### src/rtl/lc3_mem_pkg.sv
// Shared states, requester ids and address-space bounds for the LC-3 memory controller.
package lc3_mem_pkg;

  typedef enum logic [1:0] {
    IDLE,
    ISSUE,
    WAIT,
    DONE
  } mem_state_e;

  localparam logic REQ_CPU = 1'b0;
  localparam logic REQ_LD  = 1'b1;

  localparam logic [15:0] USER_SPACE_LO = 16'h3000;
  localparam logic [15:0] IO_SPACE_LO   = 16'hFE00;

endpackage

### src/rtl/lc3_rr_arb2.sv
// Two-way round-robin arbiter (CPU vs loader); last-grant pointer moves only on a grant.
module lc3_rr_arb2
  import lc3_mem_pkg::*;
(
  input  logic       i_CLK,
  input  logic       i_Reset_n,
  input  logic       i_en,
  input  logic [1:0] i_req,
  output logic       o_valid,
  output logic       o_id
);

  logic last_q;

  always_comb begin
    o_valid = i_en & (|i_req);
    o_id    = REQ_CPU;
    if (i_req[REQ_CPU] && i_req[REQ_LD]) begin
      o_id = (last_q == REQ_LD) ? REQ_CPU : REQ_LD;
    end else if (i_req[REQ_LD]) begin
      o_id = REQ_LD;
    end
  end

  // Reset value makes the CPU win the first contested grant.
  always_ff @(posedge i_CLK) begin
    if (!i_Reset_n) begin
      last_q <= REQ_LD;
    end else if (o_valid) begin
      last_q <= o_id;
    end
  end

endmodule

### src/rtl/lc3_mem_arbiter.sv
// LC-3 memory-access controller: CPU/loader round-robin, wait states, R-bit generation.
// Optional user-mode access control violation check: define LC3_MEM_ACV_EN.
module lc3_mem_arbiter
  import lc3_mem_pkg::*;
#(
  parameter int ADDR_W      = 16,
  parameter int DATA_W      = 16,
  parameter int WAIT_STATES = 2
) (
  input  logic              i_CLK,
  input  logic              i_Reset_n,
  input  logic              i_MIO_EN,
  input  logic              i_R_W,
  input  logic [ADDR_W-1:0] i_MAR,
  input  logic [DATA_W-1:0] i_MDR,
  input  logic              i_PSR_15,
  output logic [DATA_W-1:0] o_MEM_data,
  output logic              o_R_Bit,
  output logic              o_ACV,
  input  logic              i_ld_req,
  input  logic              i_ld_we,
  input  logic [ADDR_W-1:0] i_ld_addr,
  input  logic [DATA_W-1:0] i_ld_wdata,
  output logic              o_ld_gnt,
  output logic              o_ld_done,
  output logic [DATA_W-1:0] o_ld_rdata,
  output logic              o_mem_en,
  output logic              o_mem_we,
  output logic [ADDR_W-1:0] o_mem_addr,
  output logic [DATA_W-1:0] o_mem_wdata,
  input  logic [DATA_W-1:0] i_mem_rdata
);

  localparam logic [3:0] WS_INIT = 4'(WAIT_STATES);

  mem_state_e        state_q, state_d;
  logic              id_q, id_d;
  logic              we_q, we_d;
  logic [3:0]        cnt_q, cnt_d;
  logic              arb_en, gnt_valid, gnt_id, violation;
  logic [1:0]        req;
  logic              mem_en_d, mem_we_d, r_bit_d, acv_d, ld_gnt_d, ld_done_d;
  logic [ADDR_W-1:0] mem_addr_d;
  logic [DATA_W-1:0] mem_wdata_d, mem_data_d, ld_rdata_d;

  assign req    = {i_ld_req, i_MIO_EN};
  assign arb_en = (state_q == IDLE);

  lc3_rr_arb2 u_arb (
    .i_CLK     (i_CLK),
    .i_Reset_n (i_Reset_n),
    .i_en      (arb_en),
    .i_req     (req),
    .o_valid   (gnt_valid),
    .o_id      (gnt_id)
  );

`ifdef LC3_MEM_ACV_EN
  assign violation = (gnt_id == REQ_CPU) && i_PSR_15 &&
                     ((i_MAR < ADDR_W'(USER_SPACE_LO)) || (i_MAR >= ADDR_W'(IO_SPACE_LO)));
`else
  logic unused_psr;
  assign unused_psr = i_PSR_15;
  assign violation  = 1'b0;
`endif

  // Every output has a *_d twin so all outputs leave the flop bank directly.
  always_comb begin
    state_d     = state_q;
    id_d        = id_q;
    we_d        = we_q;
    cnt_d       = cnt_q;
    mem_en_d    = 1'b0;
    mem_we_d    = 1'b0;
    mem_addr_d  = o_mem_addr;
    mem_wdata_d = o_mem_wdata;
    mem_data_d  = o_MEM_data;
    ld_rdata_d  = o_ld_rdata;
    r_bit_d     = 1'b0;
    acv_d       = 1'b0;
    ld_done_d   = 1'b0;
    ld_gnt_d    = o_ld_gnt;

    case (state_q)
      IDLE: begin
        if (gnt_valid) begin
          id_d = gnt_id;
          if (gnt_id == REQ_CPU) begin
            we_d        = i_R_W;
            mem_addr_d  = i_MAR;
            mem_wdata_d = i_MDR;
          end else begin
            we_d        = i_ld_we;
            mem_addr_d  = i_ld_addr;
            mem_wdata_d = i_ld_wdata;
          end
          if (violation) begin
            state_d = DONE;
            r_bit_d = 1'b1;
            acv_d   = 1'b1;
          end else begin
            state_d  = ISSUE;
            mem_en_d = 1'b1;
            mem_we_d = we_d;
            ld_gnt_d = (gnt_id == REQ_LD);
          end
        end
      end
      ISSUE: begin
        cnt_d   = WS_INIT;
        state_d = WAIT;
      end
      WAIT: begin
        // Counter still at its load value marks the first WAIT cycle, when read data is valid.
        if ((cnt_q == WS_INIT) && !we_q) begin
          if (id_q == REQ_CPU) mem_data_d = i_mem_rdata;
          else                 ld_rdata_d = i_mem_rdata;
        end
        if (cnt_q == '0) begin
          state_d = DONE;
          if (id_q == REQ_CPU) r_bit_d   = 1'b1;
          else                 ld_done_d = 1'b1;
        end else begin
          cnt_d = cnt_q - 4'd1;
        end
      end
      DONE: begin
        state_d  = IDLE;
        ld_gnt_d = 1'b0;
      end
      default: state_d = IDLE;
    endcase
  end

  always_ff @(posedge i_CLK) begin
    if (!i_Reset_n) begin
      state_q     <= IDLE;
      id_q        <= REQ_CPU;
      we_q        <= '0;
      cnt_q       <= '0;
      o_mem_en    <= '0;
      o_mem_we    <= '0;
      o_mem_addr  <= '0;
      o_mem_wdata <= '0;
      o_MEM_data  <= '0;
      o_ld_rdata  <= '0;
      o_R_Bit     <= '0;
      o_ACV       <= '0;
      o_ld_done   <= '0;
      o_ld_gnt    <= '0;
    end else begin
      state_q     <= state_d;
      id_q        <= id_d;
      we_q        <= we_d;
      cnt_q       <= cnt_d;
      o_mem_en    <= mem_en_d;
      o_mem_we    <= mem_we_d;
      o_mem_addr  <= mem_addr_d;
      o_mem_wdata <= mem_wdata_d;
      o_MEM_data  <= mem_data_d;
      o_ld_rdata  <= ld_rdata_d;
      o_R_Bit     <= r_bit_d;
      o_ACV       <= acv_d;
      o_ld_done   <= ld_done_d;
      o_ld_gnt    <= ld_gnt_d;
    end
  end

endmodule

### config.mk
export PLATFORM = sky130hd
export DESIGN_NAME = lc3_mem_arbiter
export DESIGN_NICKNAME = d
export VERILOG_FILES = /design/src/rtl/lc3_mem_pkg.sv /design/src/rtl/lc3_rr_arb2.sv /design/src/rtl/lc3_mem_arbiter.sv
export SDC_FILE = /design/constraint.sdc
export NUM_CORES = 1
export LEC_CHECK = 0
export ABC_CLOCK_PERIOD_IN_PS = 4800
export BUFFER_PORTS_ARGS = -buffer_cell sky130_fd_sc_hd__buf_2
export CAP_MARGIN = 0
export CELL_PAD_IN_SITES_DETAIL_PLACEMENT = 0
export CELL_PAD_IN_SITES_GLOBAL_PLACEMENT = 1
export CORE_MARGIN = 5
export CORE_UTILIZATION = 37
export CTS_CLUSTER_DIAMETER = 200
export CTS_CLUSTER_SIZE = 14
export DETAILED_ROUTE_END_ITERATION = 8
export MAX_ROUTING_LAYER = met4
export PLACE_DENSITY = 0.85
export SLEW_MARGIN = 20
export SYNTH_ARGS = -nofsm -noshare
export SYNTH_HDL_FRONTEND = slang
export SYNTH_HIERARCHICAL = 1
export SYNTH_SLANG_ARGS = --single-unit
### constraint.sdc
create_clock -name i_CLK -period 4.8 [get_ports i_CLK]
set_clock_uncertainty 0.15 [all_clocks]
set_input_delay 0.96 -clock i_CLK [delete_from_list [all_inputs] [get_ports i_CLK]]
set_output_delay 0.96 -clock i_CLK [all_outputs]
set_load 0.1 [all_outputs]
### Word level (Yosys, flattened, before mapping)

Cells that the tools add are included.
Widths: inputs -> output; s select.

| word-level totals | value |
|---|---|
| flip-flop bits (word level) | 78 |
| input port bits | 87 |
| output and inout bits | 70 |
| logic and storage cells | 57 |

| cells by class | value |
|---|---|
| $add $sub $neg | 1 |
| equal/unequal tests | 7 |
| mux-type cells | 16 |
| bitwise gates (word level) | 2 |
| reductions and logical operators | 17 |

Operator list:

| cell | number |
|---|---|
| $mux 16 | 2 |
| $reduce_and 3->1 | 4 |
| $reduce_and 2->1 | 5 |
| $mux 1 | 8 |
| $pmux 2 s4 | 1 |
| $pmux 4 s2 | 1 |
| $ne 2x2->1 const B | 3 |
| $eq 2x2->1 const B | 2 |
| $eq 4x2->1 const B | 1 |
| $logic_not 4->1 | 1 |
| $mux 2 | 2 |
| $mux 4 | 1 |
| $reduce_bool 2->1 | 2 |
| $sub 4x1->4 const B | 1 |
| $eq 2x1->1 const B | 1 |
| $logic_and 1x1->1 | 2 |
| $logic_not 2->1 | 1 |
| $pmux 1 s2 | 1 |
| $reduce_or 2->1 | 1 |
| $and 1x1->1 | 1 |
| $logic_not 1->1 | 1 |
| $not 1->1 | 1 |

### Depth between registers and ports, before layout

Gate-level depths: netlist (run 1).

| depth | value |
|---|---|
| word-level depth | 4 |
| gate-level depth with buffers | 8 |
| gate-level depth less buffers | 6 |

### By module

The synthesis (run 1) kept the hierarchy.

By module, submodules not included:

| module | instances | cells each | area an instance (um2) |
|---|---|---|---|
| lc3_mem_arbiter | 1 | 335 | 3343.2 |
| lc3_rr_arb2 | 1 | 6 | 55.1 |

### Worst setup path before layout (run 1)

OpenSTA, ideal clock, no wires.

| path | value |
|---|---|
| kind | input-to-reg |
| from | input i_ld_req |
| to | register o_mem_addr[11] |
| library setup time | 0.117 ns |
| arrival time | 2.125 ns |
| slack | 2.408 ns |
| stages on the path | 6 |
| buffers on the path | 2 |
| path through | a21boi_0 > clkbuf_1 > buf_2 > mux2i_1 > nand2_1 > o211a_1 |

| on the way | value |
|---|---|
| longest elaborated chain between the ends | 3 |

Ends and longest elaborated chain:

| element | RTL line | RTL |
|---|---|---|
| from (decl) | lc3_mem_arbiter.sv:20 | `input logic i_ld_req,` |
| $mux 1, or another cell as far along | lc3_rr_arb2.sv:20 | `end else if (i_req[REQ_LD]) begin` |
| $mux 1 / $and 1x1->1 (equally long branches) | lc3_rr_arb2.sv:18, lc3_rr_arb2.sv:16 |  |
| $mux 16 / $reduce_and 2->1 (equally long branches) | - |  |
| to (signal assigned) | lc3_mem_arbiter.sv:158 | `o_mem_addr <= mem_addr_d;` |
| to (decl) | lc3_mem_arbiter.sv:29 | `output logic [ADDR_W-1:0] o_mem_addr,` |

Several ways; a longest one is shown, not always the timed one.
A chain may end at the register's enable or synchronous reset.

### Worst setup path in the final report (run 1)

| path | value |
|---|---|
| from | register o_MEM_data[7] |
| to | output o_MEM_data[7] |

RTL lines:

| element | RTL line | RTL |
|---|---|---|
| from (decl) | lc3_mem_arbiter.sv:17 | `output logic [DATA_W-1:0] o_MEM_data,` |
| from (signal assigned) | lc3_mem_arbiter.sv:160 | `o_MEM_data <= mem_data_d;` |

No word-level cell between the ends.

==> metrics.csv, run 1 <==
metric,value,unit
status,"finished, final reports clean",
Lkg Pwr,0.00244,uW
Main synth FF type,dfxtp_1,
Bufs on Longest Clock Path,2,
Synth area leader,dfxtp_1,
layout cells sized above 1,37.5,%
WL final,8240,um
Clock H-tree levels,3,
num rows,35,
Hold Path Origin,o_ld_rdata[5],
GR Overflow Total,0,
chip width,106,um
asr flop ratio synth,0,%
Tmin final,2.24,ns
peak supply drop,0.404,mV
CTS Sinks,78,
# IOs,157,
first-pass detailed-route iteration total,5,
# DRC,0,
Starting Density,37.3,%
Slew Limit Fails,0,
top-count cell post-synth,nand2_1,
number of setup violations in the final report,0,
vias in the first global route,2895,
largest net degree at the start of global routing,69,
CTS tree,built,
unrepaired setup endpoints after global routing,no,
most frequent cells after synthesis,"nand2_1 (86), dfxtp_1 (78), mux2i_1 (68)",
WL per Instance,13.8,um
Reg2Reg Setup Slack,2.71,ns
core area,9110,sq um
dpl cell area,4210,sq um
first-pass GRT wire length,13200,um
cell area after layout,4410,sq um
Fmax,0.446,GHz
ant diodes,0,
crit-path leading delay family,buffers and inverters,
ranking of synthesized cells by area,"dfxtp_1 (46%), mux2i_1 (20%), o211a_1 (9.7%)",
"Clk Latency, worst-skew pair",0.34,ns
Slowest cell on crit path,buf_2,
Post-synth EDFFs,0,
reg2reg start,state_q[0],
Worst setup EP type,output port,
Die Area,11200,sq um
Final period util,46.7,%
initial antenna violation count,0,
Crit path buffers/inverters,1,
power per cell area,660,nW/um^2
worst min-delay path class,reg -> reg,
crit-path max cell delay,0.44,ns
# Post-CTS Setup Buffers,0,
root buf cell,clkbuf_8,
Slew @ Worst Pin,0.646,ns
FF-to-FF End,o_MEM_data[5],
Num CTS Buffers,9,
Critical Path RT,3.69,ns
Critical Path Start Type,register,
setup TNS,0,ns
WHS Endpoint,o_ld_rdata[5],
"Cell Area, Synth",3400,sq um
synth-to-layout area growth,29.6,%
post_cts resized,0,
GPL Wtd Cong,0.762,
Cells after Synth,341,
Syn Area/Cell,9.97,sq um
Yosys cell types,37,
clk slew on worst S/H paths,0.08,ns
Layout Nets,576,
GRT Resource Usage Total,15.0,%
Yosys reg bits,78,
hpwl dp,6170,um
DRT antenna net count,0,
R2R cell count,5,
number of fill cells,896,
port bufs,154,
max-cap violations,0,
CP Max Fanout,2,
syn nets,434,
share of the synthesized area in the top cell type,45.9,%
crit path from,o_MEM_data[7],
"Hold-fix buffers, CTS",0,
routed via count,2894,
CP cell instances,buf_2,
kind of critical path,reg -> out,
initial drt markers,72,
sequential area share after synthesis,45.9,%
vias per inst,4.83,
Rel. slew slack,56.9,%
Hold Fails Final Rpt,0,
Critical Path AT,1.13,ns
die span in y,106,um
WHS Path Cells,2,
yosys warns,6,
[metrics by stage]
stage	hold WS, ns	power [uW]	std cells	setup slack (ns)	utilization [%]
after CTS	0.311	2940	599	2.39	48.4
after global routing	0.327	3050	599	2.50	48.4
after floorplan	0.276	2210	341	2.41	-
final	0.305	2910	599	2.56	48.4
after global placement	0.291	2430	583	2.08	46.3
after detailed placement	0.295	2450	583	2.05	46.3
[worst register-to-register path, stage by stage, from the launching register on]
cell and delay (ns):
dfxtp_1 0.35, inv_1 0.09, ha_1 0.39, nand2_1 0.19
or4_4 0.62, mux2i_1 0.18
[sequential cells by signal, summed over array words and instances, names as in the netlist, 2 cells and up]
signal and count:
o_mem_wdata 16, cnt_q 4, o_mem_addr 16, o_MEM_data 16, state_q 2, o_ld_rdata 16
[kinds of logic after synthesis]
group           count (synthesis)  synth area share (%)
fa+ha+maj                       6                  2.21
mux                            68                  20.0
compound gates                 48                  12.7
simple gates                  108                  14.4
buf+inv                        32                  4.57
flops                          78                  45.9
other cells                     1                 0.110
[worst max path at each step]
stage	endpoint	cells past startpoint	slack, ns
after floorplan	o_mem_addr[11]	6	2.41
after global placement	id_q	5	2.08
after detailed placement	o_mem_addr[7]	5	2.05
after CTS	o_mem_addr[7]	6	2.39
after global routing	o_mem_addr[6]	6	2.50
final	o_MEM_data[7]	1	2.56
[placed cells by master, fill, tap and decap left out, drive strengths merged, types with 2 or more instances in the layout]
cell,instances
nor2b,3
clkinv,2
o211a,33
o21ai,4
buf,158
mux2i,68
nand2,86
nor2,4
ha,6
and3,3
inv,5
dfxtp,78
a21oi,3
clkbuf,10
a21boi,4
clkinvlp,3
[area by class of cell]
cell class              instances  area [sq um]  share of cell area [%]
clock buffers                  10           128                    2.90
clock inverters                 6          62.6                    1.42
inverters                       5          18.8                   0.426
multi-input cells             231          1700                    38.5
flip-flops and latches         78          1560                    35.4
well taps                     111           139                    3.15
repair buffers                158           801                    18.2
[routing by layer]
metal,part of all wire [%],track usage [%],wire [um]
met1,40,16.0,3310
met2,54,26.6,4460
met3,3.6,2.88,300
met4,2.1,6.85,169
met5,0,-,0
[power by group]
part | switching [uW] | leakage, uW | internal (uW) | total, uW
sequential | 76.5 | 0.000637 | 794 | 871
combinational | 1240 | 0.00172 | 315 | 1560
clock | 240 | 0.0000883 | 239 | 479
total | 1560 | 0.00244 | 1350 | 2910
Note: power is estimated with default switching activity, not from simulation.
==> run 2, diff against run 1 <==
--- a/config.mk
+++ b/config.mk
@@ -5,18 +5,18 @@
 export SDC_FILE = /design/constraint.sdc
 export NUM_CORES = 1
 export LEC_CHECK = 0
-export ABC_CLOCK_PERIOD_IN_PS = 4800
+export ABC_CLOCK_PERIOD_IN_PS = 1880
 export BUFFER_PORTS_ARGS = -buffer_cell sky130_fd_sc_hd__buf_2
 export CAP_MARGIN = 0
 export CELL_PAD_IN_SITES_DETAIL_PLACEMENT = 0
 export CELL_PAD_IN_SITES_GLOBAL_PLACEMENT = 1
 export CORE_MARGIN = 5
-export CORE_UTILIZATION = 37
+export CORE_UTILIZATION = 31
 export CTS_CLUSTER_DIAMETER = 200
 export CTS_CLUSTER_SIZE = 14
 export DETAILED_ROUTE_END_ITERATION = 8
 export MAX_ROUTING_LAYER = met4
-export PLACE_DENSITY = 0.85
+export PLACE_DENSITY = 0.75
 export SLEW_MARGIN = 20
 export SYNTH_ARGS = -nofsm -noshare
 export SYNTH_HDL_FRONTEND = slang
==> constraint.sdc (replaced) <==
create_clock -name i_CLK -period 1.88 [get_ports i_CLK]
set_clock_uncertainty 0.15 [all_clocks]
set_input_delay 0.376 -clock i_CLK [delete_from_list [all_inputs] [get_ports i_CLK]]
set_output_delay 0.376 -clock i_CLK [all_outputs]
set_load 0.1 [all_outputs]
==> run 2 against run 1 <==
Compared with the run above: setup slack worse by 2.5 ns; die area up 17%; register-to-register slack worse by 2.6 ns; critical path depth up 4; hold slack worse by 0.18 ns; non-clock buffer count up 9.
==> metrics.csv, run 2 (synthesized netlist as in run 1, its figures left out) <==
metric,value,unit
num rows,38,
Final period util,95.7,%
R2R cell count,5,
CP Max Fanout,4,
GR Overflow Total,0,
"most common cell after layout, fill and taps aside",buf_2,
Setup WS post-layout,0.0813,ns
die span in y,115,um
power per cell area,1680,nW/um^2
Clock H-tree levels,3,
Tmin final,1.80,ns
first-pass detailed-route iteration total,4,
max-cap violations,0,
CTS Sinks,78,
CP cell instances,"inv_2, ha_2, or4b_4, or3_2, a21boi_2",
core area,10800,sq um
Critical Path AT,1.94,ns
GRT Resource Usage Total,13.6,%
initial drt markers,57,
Reg2Reg Setup Slack,0.08,ns
port bufs,154,
layout cells sized above 1,40.2,%
Critical Path Start Type,register,
Lkg Pwr,0.00251,uW
setup TNS,0,ns
routed via count,2881,
number of setup violations in the final report,0,
initial antenna violation count,0,
GPL Wtd Cong,0.779,
Hold Fails Final Rpt,0,
ant diodes,0,
Fmax,0.556,GHz
# DRC,0,
root buf cell,clkbuf_8,
clk slew on worst S/H paths,0.10,ns
Num CTS Buffers,9,
WL per Instance,13.6,um
crit-path max cell delay,0.46,ns
crit path from,state_q[0],
cell area after layout,4590,sq um
worst setup path endpoint,cnt_q[3],
vias in the first global route,2966,
Worst setup EP type,register,
peak supply drop,0.926,mV
Slew Limit Fails,0,
# IOs,157,
kind of critical path,reg -> reg,
Starting Density,31.5,%
unrepaired setup endpoints after global routing,no,
synth-to-layout area growth,35.2,%
Slowest cell on crit path,or4b_4,
worst min-delay path class,in -> reg,
reg2reg start,state_q[0],
Critical Path RT,2.02,ns
FF-to-FF End,cnt_q[3],
chip width,115,um
hpwl dp,6410,um
"Hold-fix buffers, CTS",0,
vias per inst,4.52,
"Clk Latency, worst-skew pair",0.36,ns
most frequent cells in the layout,"buf_2 (154), nand2_1 (86), dfxtp_1 (78)",
WL final,8650,um
status,"finished, final reports clean",
Layout Nets,585,
CTS tree,built,
Setup WS pre-CTS,0.0643,ns
Die Area,13200,sq um
Hold Path Origin,i_mem_rdata[7],
largest net degree at the start of global routing,58,
Bufs on Longest Clock Path,2,
dpl cell area,4360,sq um
DRT antenna net count,0,
first-pass GRT wire length,13900,um
==> run 2: cell types whose count changed in the layout (fill, tap and decap cells not counted), sizes merged <==
cell | previous run | this run
buf | 158 | 167
inv | 5 | 8
clkbuf | 10 | 9
clkinv | 2 | 1
clkinvlp | 3 | 2
==> run 2: critical path: cells and delay by family, from the launching register on <==
kind / cells / cell delay [ns]
buffers and inverters: 1 / 0.06
AO/OA/AOI/OAI: 1 / 0.12
AND/OR/NAND/NOR: 2 / 0.89
adder cells (fa/ha/maj): 1 / 0.20
flip-flops: 1 / 0.33
==> run 2: per-stage QoR <==
step	utilization, %	cells	total power (uW)	hold WS [ns]
2_1_floorplan	-	341	5660	0.276
3_3_place_gp	40.4	620	6380	0.290
3_5_place_dp	40.4	620	6430	0.298
4_1_cts	42.3	636	7770	0.0970
5_1_grt	42.6	637	8100	0.122
6_report	42.6	637	7710	0.123
==> run 2: repair_timing <==
item | in CTS | in global routing
gates resized for setup | 0 | 7
setup buffers | 0 | 1
setup endpoints to repair | 0 | 4
==> run 2: layout make-up <==
cell class / instances / area [sq um]
fillers: 1058 / 6200
multi-input cells: 231 / 1720
flip-flops and latches: 78 / 1560
repair buffers: 167 / 918
well taps: 140 / 175
clock buffers: 9 / 124
clock inverters: 7 / 80.1
inverters: 5 / 18.8
==> run 2: power breakdown <==
group	switching (uW)	total, uW	internal, uW	leakage [uW]
logic	3230	4180	950	0.00178
registers	195	2220	2030	0.000637
clock network	680	1310	630	0.0000968
total	4110	7710	3610	0.00251
==> run 2: how the worst min path moves through the flow <==
stage,endpoint,slack (ns),depth (start not counted)
2_1_floorplan,o_R_Bit,0.28,1
3_3_place_gp,o_ld_rdata[0],0.29,2
3_5_place_dp,o_ld_rdata[7],0.30,2
4_1_cts,o_MEM_data[7],0.1,3
5_1_grt,o_MEM_data[6],0.12,3
6_report,o_MEM_data[7],0.12,3
==> run 2: metal layers <==
layer	global-route usage, %	vias up	routed length, um
met2	22.9	61	4510
met1	15.1	1330	3610
met4	6.65	0	165
met5	-	-	0
met3	3.17	13	373
li1	-	1477	-
==> run 3, diff against run 2 <==
--- a/config.mk
+++ b/config.mk
@@ -10,15 +10,13 @@
 export CAP_MARGIN = 0
 export CELL_PAD_IN_SITES_DETAIL_PLACEMENT = 0
 export CELL_PAD_IN_SITES_GLOBAL_PLACEMENT = 1
-export CORE_MARGIN = 5
-export CORE_UTILIZATION = 31
+export CORE_UTILIZATION = 30
 export CTS_CLUSTER_DIAMETER = 200
 export CTS_CLUSTER_SIZE = 14
 export DETAILED_ROUTE_END_ITERATION = 8
 export MAX_ROUTING_LAYER = met4
-export PLACE_DENSITY = 0.75
+export PLACE_DENSITY = 0.74
 export SLEW_MARGIN = 20
 export SYNTH_ARGS = -nofsm -noshare
 export SYNTH_HDL_FRONTEND = slang
-export SYNTH_HIERARCHICAL = 1
 export SYNTH_SLANG_ARGS = --single-unit
==> run 3 against run 2 <==
Compared with the run above: first-iteration DRC count rose by 56%; sequential share of layout area rose by 1.1 points; power shrank 8.3%; flip-flop and latch count unchanged; maximum frequency grew 4.5%; critical endpoint is now o_mem_addr[13]; highest routed layer unchanged.
==> metrics.csv, run 3 <==
metric,value,unit
routed via count,2921,
CTS tree,built,
vias in the first global route,2775,
Clock power frac,18.6,%
worst min-delay path class,in -> reg,
placed cell count,618,
chip width,108,um
DRT antenna net count,0,
Num CTS Buffers,9,
max-cap violations,0,
crit-path leading delay family,compound AO/OA/AOI/OAI gates,
WHS Endpoint,o_ld_rdata[2],
root buf cell,clkbuf_8,
Lkg Pwr,0.00215,uW
number of fill cells,1116,
GRT Resource Usage Total,14.3,%
Synth area leader,dfxtp_1,
"Hold-fix buffers, CTS",0,
core area,10800,sq um
CTS Sinks,78,
Power Internal,3350,uW
Clock H-tree levels,3,
synth-to-layout area growth,32.6,%
"Cell Area, Synth",3350,sq um
WL final,7960,um
Reg2Reg Setup Slack,0.16,ns
status,"finished, final reports clean",
first-pass detailed-route iteration total,4,
reg2reg start,state_q[0],
Cells after Synth,344,
CP Max Fanout,66,
vias per inst,4.58,
sequential area share after synthesis,46.6,%
Setup WS post-layout,0.159,ns
initial drt markers,89,
first-pass GRT wire length,12700,um
# IOs,157,
FF-to-FF End,o_mem_addr[13],
yosys warns,0,
ant diodes,0,
Design Power,7080,uW
combinational power share,50.7,%
kind of critical path,reg -> reg,
Post-synth EDFFs,0,
R2R cell count,6,
Die Area,11600,sq um
WL per Instance,12.5,um
CP cell instances,"inv_1, ha_1, o21a_2, buf_12, o21ai_0, a21oi_1",
Hold Fails Final Rpt,0,
Starting Density,30.9,%
Syn Area/Cell,9.74,sq um
"most common cell after layout, fill and taps aside",buf_2,
Crit path buffers/inverters,2,
asr flop ratio synth,0,%
hpwl dp,5660,um
initial antenna violation count,0,
num rows,38,
Main synth FF type,dfxtp_1,
most frequent cells after synthesis,"dfxtp_1 (78), mux2i_1 (67), nand2_1 (51)",
Slew Limit Fails,0,
Tmin final,1.72,ns
non-filler instance count after layout,638,
Critical Path AT,1.86,ns
Final Util,41.0,%
Critical Path Start Type,register,
Slowest cell on crit path,dfxtp_1,
clk slew on worst S/H paths,0.10,ns
Layout Nets,587,
layout cells sized above 1,37.6,%
crit-path max cell delay,0.33,ns
power per cell area,1590,nW/um^2
syn nets,438,
number of setup violations in the final report,0,
WHS Path Cells,3,
peak supply drop,0.712,mV
setup TNS,0,ns
# DRC,0,
GR Overflow Total,0,
post_cts resized,0,
most frequent cells in the layout,"buf_2 (154), dfxtp_1 (78), mux2i_1 (67)",
Final period util,91.6,%
Fmax,0.581,GHz
Yosys cell types,35,
largest net degree at the start of global routing,67,
die span in y,108,um
share of the synthesized area in the top cell type,46.6,%
Critical Path RT,2.02,ns
ranking of synthesized cells by area,"dfxtp_1 (47%), mux2i_1 (20%), nand2_1 (5.7%)",
GPL Wtd Cong,0.737,
Flop pwr share,30.7,%
Bufs on Longest Clock Path,2,
Hold Path Origin,i_mem_rdata[2],
Worst setup EP type,register,
"Clk Latency, worst-skew pair",0.35,ns
Setup WS pre-CTS,0.0939,ns
switching share of power,52.7,%
Yosys reg bits,78,
NetSw,3730,uW
port bufs,154,
# Post-CTS Setup Buffers,0,
unrepaired setup endpoints after global routing,no,
top-count cell post-synth,dfxtp_1,
-- run 3: final cells by class --
cell class | instances | area (sq um) | area share (%)
Timing Repair Buffer | 164 | 908 | 20.4
Clock buffer | 9 | 124 | 2.79
Multi-Input combinational cell | 233 | 1570 | 35.3
Sequential cell | 78 | 1560 | 35.1
Inverter | 7 | 26.3 | 0.591
Clock inverter | 7 | 81.3 | 1.83
Tap cell | 140 | 175 | 3.94
-- run 3: metal layers --
| metal | vias to the layer above | track usage, % | wire, um |
|---|---|---|---|
| li1 | 1492 | - | - |
| met1 | 1316 | 17.0 | 3590 |
| met2 | 104 | 22.8 | 3740 |
| met3 | 9 | 4.48 | 524 |
| met4 | 0 | 4.99 | 104 |
| met5 | - | - | 0 |
-- run 3: how the worst max path moves through the flow --
stage | cells past startpoint | from | to | slack [ns]
6_report | 6 | state_q[0] | o_mem_addr[13] | 0.16
3_3_place_gp | 5 | state_q[0] | o_MEM_data[6] | 0.18
4_1_cts | 5 | state_q[0] | o_MEM_data[2] | 0.07
3_5_place_dp | 5 | state_q[0] | o_MEM_data[2] | 0.09
2_1_floorplan | 7 | state_q[0] | o_MEM_data[0] | 0.26
5_1_grt | 6 | state_q[1] | o_mem_addr[0] | 0.02
-- run 3: through the flow --
| step | hold WS [ns] | instance area, sq um |
|---|---|---|
| final | 0.128 | 4440 |
| after global routing | 0.121 | 4440 |
| after CTS | 0.113 | 4400 |
| after detailed placement | 0.298 | 4200 |
| after global placement | 0.290 | 4200 |
| after floorplan | 0.307 | 3350 |
-- run 3: tightest hold or removal path, stage by stage --
cell     delay [ns]
buf_2          0.10
nand2_1        0.06
mux2i_1        0.06
-- run 3: cells by family (layout without fill, tap and decap cells) --
group	after synthesis	in the layout	share of synthesized area, %
other	1	1	0.112
buffers and inverters	33	187	6.91
AOI/OAI and AO/OA	80	80	12.6
DFF	78	78	46.6
muxes	67	67	20.0
and+or+nand+nor	78	78	11.2
adders and majority gates	7	7	2.61
-- run 3: power groups by stage --
| stage | Clock (uW) | Combinational, uW | Sequential (uW) |
|---|---|---|---|
| 2_1_floorplan | 0 | 1020 | 4190 |
| 3_3_place_gp | 0 | 3550 | 2190 |
| 3_5_place_dp | 0 | 3580 | 2200 |
| 4_1_cts | 1360 | 3580 | 2170 |
| 5_1_grt | 1430 | 3780 | 2210 |
| 6_report | 1320 | 3590 | 2170 |
